File: config.mk
export PLATFORM = sky130hd
export DESIGN_NAME = dmem_arbiter
export DESIGN_NICKNAME = d
export VERILOG_FILES = /design/src/rtl/dmem_arbiter_pkg.sv /design/src/rtl/dmem_arbiter_rr2.sv /design/src/rtl/dmem_arbiter.sv
export SDC_FILE = /design/constraint.sdc
export NUM_CORES = 1
export LEC_CHECK = 0
export ABC_CLOCK_PERIOD_IN_PS = 1100
export CELL_PAD_IN_SITES_DETAIL_PLACEMENT = 0
export CELL_PAD_IN_SITES_GLOBAL_PLACEMENT = 1
export CORE_AREA = 10 10 89 91
export DETAILED_ROUTE_END_ITERATION = 10
export DIE_AREA = 0 0 99 101
export DONT_BUFFER_PORTS = 1
export HOLD_SLACK_MARGIN = 0.03
export PLACE_DENSITY = 0.8
export SLEW_MARGIN = 10
export SYNTH_ARGS = -nofsm -noshare
export SYNTH_HDL_FRONTEND = slang
export SYNTH_SLANG_ARGS = --single-unit
File: constraint.sdc
create_clock -name clk -period 1.1 [get_ports clk]
set_input_delay 0.165 -clock clk [delete_from_list [all_inputs] [get_ports clk]]
set_output_delay 0.165 -clock clk [all_outputs]
set_load 0.1 [all_outputs]
File: src/rtl/dmem_arbiter_pkg.sv
// Shared constants and FSM state encoding for the data-memory arbiter.
// Build option DMEM_ARB_RR_EN (see dmem_arbiter.sv) does not affect this package.
package dmem_arbiter_pkg;

    localparam int unsigned DMEM_ADDR_DEPTH = 4096;
    localparam int unsigned DMEM_ADDR_W     = $clog2(DMEM_ADDR_DEPTH);
    localparam int unsigned CPU_WIDTH       = 32;

    typedef enum logic [1:0] {
        ArbIdle = 2'd0,
        ArbOwn0 = 2'd1,
        ArbOwn1 = 2'd2
    } arb_state_e;

endpackage

File: src/rtl/dmem_arbiter_rr2.sv
// Two-input combinational priority picker: one-hot grant, ties resolved against 'last'.
// Holding last = 1 turns it into a fixed port-0-first picker.
module arb_rr2 (
    input  logic [1:0] req,
    input  logic       last,
    output logic [1:0] gnt
);

    always_comb begin
        gnt = req;
        if (req == 2'b11) begin
            gnt = last ? 2'b01 : 2'b10;
        end
    end

endmodule

File: src/rtl/dmem_arbiter.sv
// Shares the single-port data memory between the core LSU (port 0) and debug/loader (port 1).
// Define DMEM_ARB_RR_EN for round-robin tie-break; otherwise port 0 wins every tie.
module dmem_arbiter
    import dmem_arbiter_pkg::*;
#(
    parameter int unsigned ADDR_W = DMEM_ADDR_W,
    parameter int unsigned DATA_W = CPU_WIDTH
) (
    input  logic                clk,
    input  logic                rst_n,

    input  logic                m0_req,
    input  logic                m0_lock,
    input  logic                m0_we,
    input  logic [ADDR_W-1:0]   m0_addr,
    input  logic [DATA_W-1:0]   m0_wdata,
    input  logic [DATA_W/8-1:0] m0_wstrb,
    output logic                m0_gnt,
    output logic                m0_rvalid,
    output logic [DATA_W-1:0]   m0_rdata,

    input  logic                m1_req,
    input  logic                m1_lock,
    input  logic                m1_we,
    input  logic [ADDR_W-1:0]   m1_addr,
    input  logic [DATA_W-1:0]   m1_wdata,
    input  logic [DATA_W/8-1:0] m1_wstrb,
    output logic                m1_gnt,
    output logic                m1_rvalid,
    output logic [DATA_W-1:0]   m1_rdata,

    output logic                mem_ce,
    output logic                mem_we,
    output logic [ADDR_W-1:0]   mem_addr,
    output logic [DATA_W-1:0]   mem_wdata,
    output logic [DATA_W/8-1:0] mem_wstrb,
    input  logic [DATA_W-1:0]   mem_rdata
);

    arb_state_e state_q, state_d;
    logic [1:0] pick;
    logic [1:0] gnt;
    logic       last;
    logic       rd_pend_q;
    logic       rd_id_q;
    logic       rd_grant;

    arb_rr2 u_pick (
        .req  ({m1_req, m0_req}),
        .last (last),
        .gnt  (pick)
    );

`ifdef DMEM_ARB_RR_EN
    logic last_q;

    always_ff @(posedge clk) begin
        if (!rst_n) begin
            last_q <= 1'b1;
        end else if (|gnt) begin
            last_q <= gnt[1];
        end
    end

    assign last = last_q;
`else
    assign last = 1'b1;
`endif

    // Owner state: only the locked port may be granted; dropping req releases without a grant.
    always_comb begin
        gnt     = 2'b00;
        state_d = state_q;
        unique case (state_q)
            ArbIdle: begin
                gnt = pick;
                if (pick[0] && m0_lock) begin
                    state_d = ArbOwn0;
                end else if (pick[1] && m1_lock) begin
                    state_d = ArbOwn1;
                end
            end
            ArbOwn0: begin
                if (m0_req) begin
                    gnt = 2'b01;
                    if (!m0_lock) state_d = ArbIdle;
                end else begin
                    state_d = ArbIdle;
                end
            end
            ArbOwn1: begin
                if (m1_req) begin
                    gnt = 2'b10;
                    if (!m1_lock) state_d = ArbIdle;
                end else begin
                    state_d = ArbIdle;
                end
            end
            default: state_d = ArbIdle;
        endcase
    end

    always_comb begin
        mem_ce    = 1'b0;
        mem_we    = 1'b0;
        mem_addr  = '0;
        mem_wdata = '0;
        mem_wstrb = '0;
        if (gnt[0]) begin
            mem_ce    = 1'b1;
            mem_we    = m0_we;
            mem_addr  = m0_addr;
            mem_wdata = m0_wdata;
            mem_wstrb = m0_wstrb;
        end else if (gnt[1]) begin
            mem_ce    = 1'b1;
            mem_we    = m1_we;
            mem_addr  = m1_addr;
            mem_wdata = m1_wdata;
            mem_wstrb = m1_wstrb;
        end
    end

    assign rd_grant = mem_ce & ~mem_we;

    always_ff @(posedge clk) begin
        if (!rst_n) begin
            state_q   <= ArbIdle;
            rd_pend_q <= 1'b0;
            rd_id_q   <= 1'b0;
        end else begin
            state_q   <= state_d;
            rd_pend_q <= rd_grant;
            if (rd_grant) begin
                rd_id_q <= gnt[1];
            end
        end
    end

    assign m0_gnt    = gnt[0];
    assign m1_gnt    = gnt[1];
    assign m0_rvalid = rd_pend_q & ~rd_id_q;
    assign m1_rvalid = rd_pend_q & rd_id_q;
    assign m0_rdata  = m0_rvalid ? mem_rdata : '0;
    assign m1_rdata  = m1_rvalid ? mem_rdata : '0;

endmodule

==> out/results.tsv <==
metric	value	unit
startpoint_type	flip-flop	
viasPerCell	6.31	
synth_cell_type_count	20	
wl_per_cell	37.5	µm
arrival	1.49	ns
p_leak	2.36	nW
fin_crit	1.65	ns
clk_pin_slew	0.04	ns
layout_commonest_cell	buf_12	
cts_buffers	3	
ant_nets	0	
tightestPinTransition	0.307	ns
cts_buffer_depth	2	
fp.coreArea	6200	µm²
cp_max_fo	6	
vias	3027	
hold_slack	0.0600	ns
drv_cap	0	
hold_class	in -> reg	
internal_power	1.86	mW
mostFrequentLayoutCells	130 x buf_12, 50 x o31ai_4, 49 x inv_1, 49 x nand3b_1	
clock-sinks	4	
grt_pass1_wl	23400	µm
dieArea	10000	µm²
clkLatencyLatePin	0.23	ns
synthesis.area	1870	µm²
grt_setup_unrepaired	true	
num_rows	29	
place.gp.congestion	0.869	
htreeDepth	1	
track_usage	0.307	
worst_slack	-0.553	ns
fin_crit_sh	1.50	
fmax	605	MHz
grt_max_degree	53	
place_ws	-0.255	ns
drt_first_pass_iters	5	
synthToLayoutAreaGrowth	208	%
drive_above_1_share	0.737	
fin_util	0.929	
ios	254	
gr-total-overflow	0	
cts_tree	yes	
port_buffers	0	
ctsHoldBuffers	0	
finClkSkew	0.000829	ns
power	4.52	mW
synth-seq-cells	4	
p_clk_frac	0.075	
crit_type	reg -> out	
start_util	0.302	
yosysSeqAreaShare	0.0427	
num_antenna_cells	0	
synth_cells	262	
first_iter_violations	157	
nets	541	
dp_cells	441	
timing.slew.headroom	0.796	
drv_slew	0	
synth_nets	398	
irDropWorstVdd	717	µV
yosysWarnings	0	
dpl-instance-area	5070	µm²
post-dp-hpwl	10900	µm
syn_avg_cell_area	7.15	µm²
cts-root-buf	clkbuf_8	
status	finished, violations left	
final_area	5760	µm²
endpoint_kind	primary output	
finalSetupViolCount	121	
worstPathRequired	0.94	ns
violations	negative setup slack	
swShare	0.589	
final.setup.tns	-53.02	ns
combPwrFrac	0.890	
p_per_area	784	nW/µm²
die_x	99	µm
hold_viol	0	
wl	18000	µm
fin_cells	480	
p_seq_frac	0.035	
grt_pass1_vias	3242	
remaining_drc_errors	0	
antenna_found_initial	0	
die_y	101	µm
netSwitchingPower	2.66	mW
cells in the mapped netlist (all sizes together):
cell type,number,area share
buf,17,0.061
nor3,1,0.0027
clkbuf,15,0.030
nor3b,1,0.0040
o31ai,50,0.31
inv,49,0.098
nand3b,49,0.20
and2,33,0.11
nand2,2,0.0040
or4bb,1,0.0060
and3,33,0.11
nor2,1,0.0020
o32ai,1,0.0047
dfxtp,4,0.043
nand2b,3,0.010
nor2b,2,0.011
kinds of logic (layout without fill, tap and decap cells):
group                  after synthesis  after routing  synth area share
DFF                                  4              4            0.0427
and+or+nand+nor                    126            126             0.456
AOI/OAI and AO/OA                   51             51             0.312
buffers and inverters               81            222             0.190
final cells by class:
class | instances | area [µm²]
inverters | 49 | 184
clock buffers | 3 | 41.3
multi-input cells | 177 | 2200
flip-flops and latches | 4 | 88.8
well taps | 77 | 96.3
fillers | 167 | 440
repair buffers | 170 | 3150
final timing paths:
path                                              start                      end  slack [ns]  cells past startpoint
worst max-delay path            state_q[1]$_SDFFE_PN0P_            mem_wdata[13]       -0.55                      5
worst min-delay path                            m1_lock  state_q[1]$_SDFFE_PN0P_        0.06                      2
worst max register to register  state_q[1]$_SDFFE_PN0P_     rd_id_q$_SDFFE_PN0P_       -0.50                      8
worst min register to register  state_q[1]$_SDFFE_PN0P_     rd_id_q$_SDFFE_PN0P_        0.80                      3
flip-flops by register name (all words and copies together), names as in the netlist:
name	cells
rd_id_q	1
state_q	2
rd_pend_q	1
power by group through the flow:
stage | sequential, mW | clock (mW) | combinational (mW)
finish | 0.158 | 0.341 | 4.02
global route | 0.159 | 0.351 | 4.07
CTS | 0.159 | 0.314 | 3.90
detailed placement | 0.163 | 0 | 3.60
global placement | 0.162 | 0 | 3.53
floorplan | 0.164 | 0 | 2.50
layer usage:
metal / wire length, µm / GRT usage / vias to the layer above
li1: - / - / 1192
met1: 5520 / 0.277 / 1489
met2: 9410 / 0.575 / 273
met3: 2010 / 0.136 / 73
met4: 1070 / 0.144 / 0
met5: 0 / 0 / -
timing repair:
action | in CTS | in global routing
gates cloned | 11 | 3
pin swaps | 15 | 36
buffers inserted | 16 | 16
resized for setup | 39 | 21
endpoints found under the setup margin | 120 | 121
worst max-delay path, stage by stage (launching register included):
cell	delay [ns]
dfxtp_4	0.37
nor2b_4	0.06
buf_6	0.14
buf_16	0.15
o31ai_4	0.30
buf_12	0.22
No activity file was read; power rests on OpenSTA's default activity.
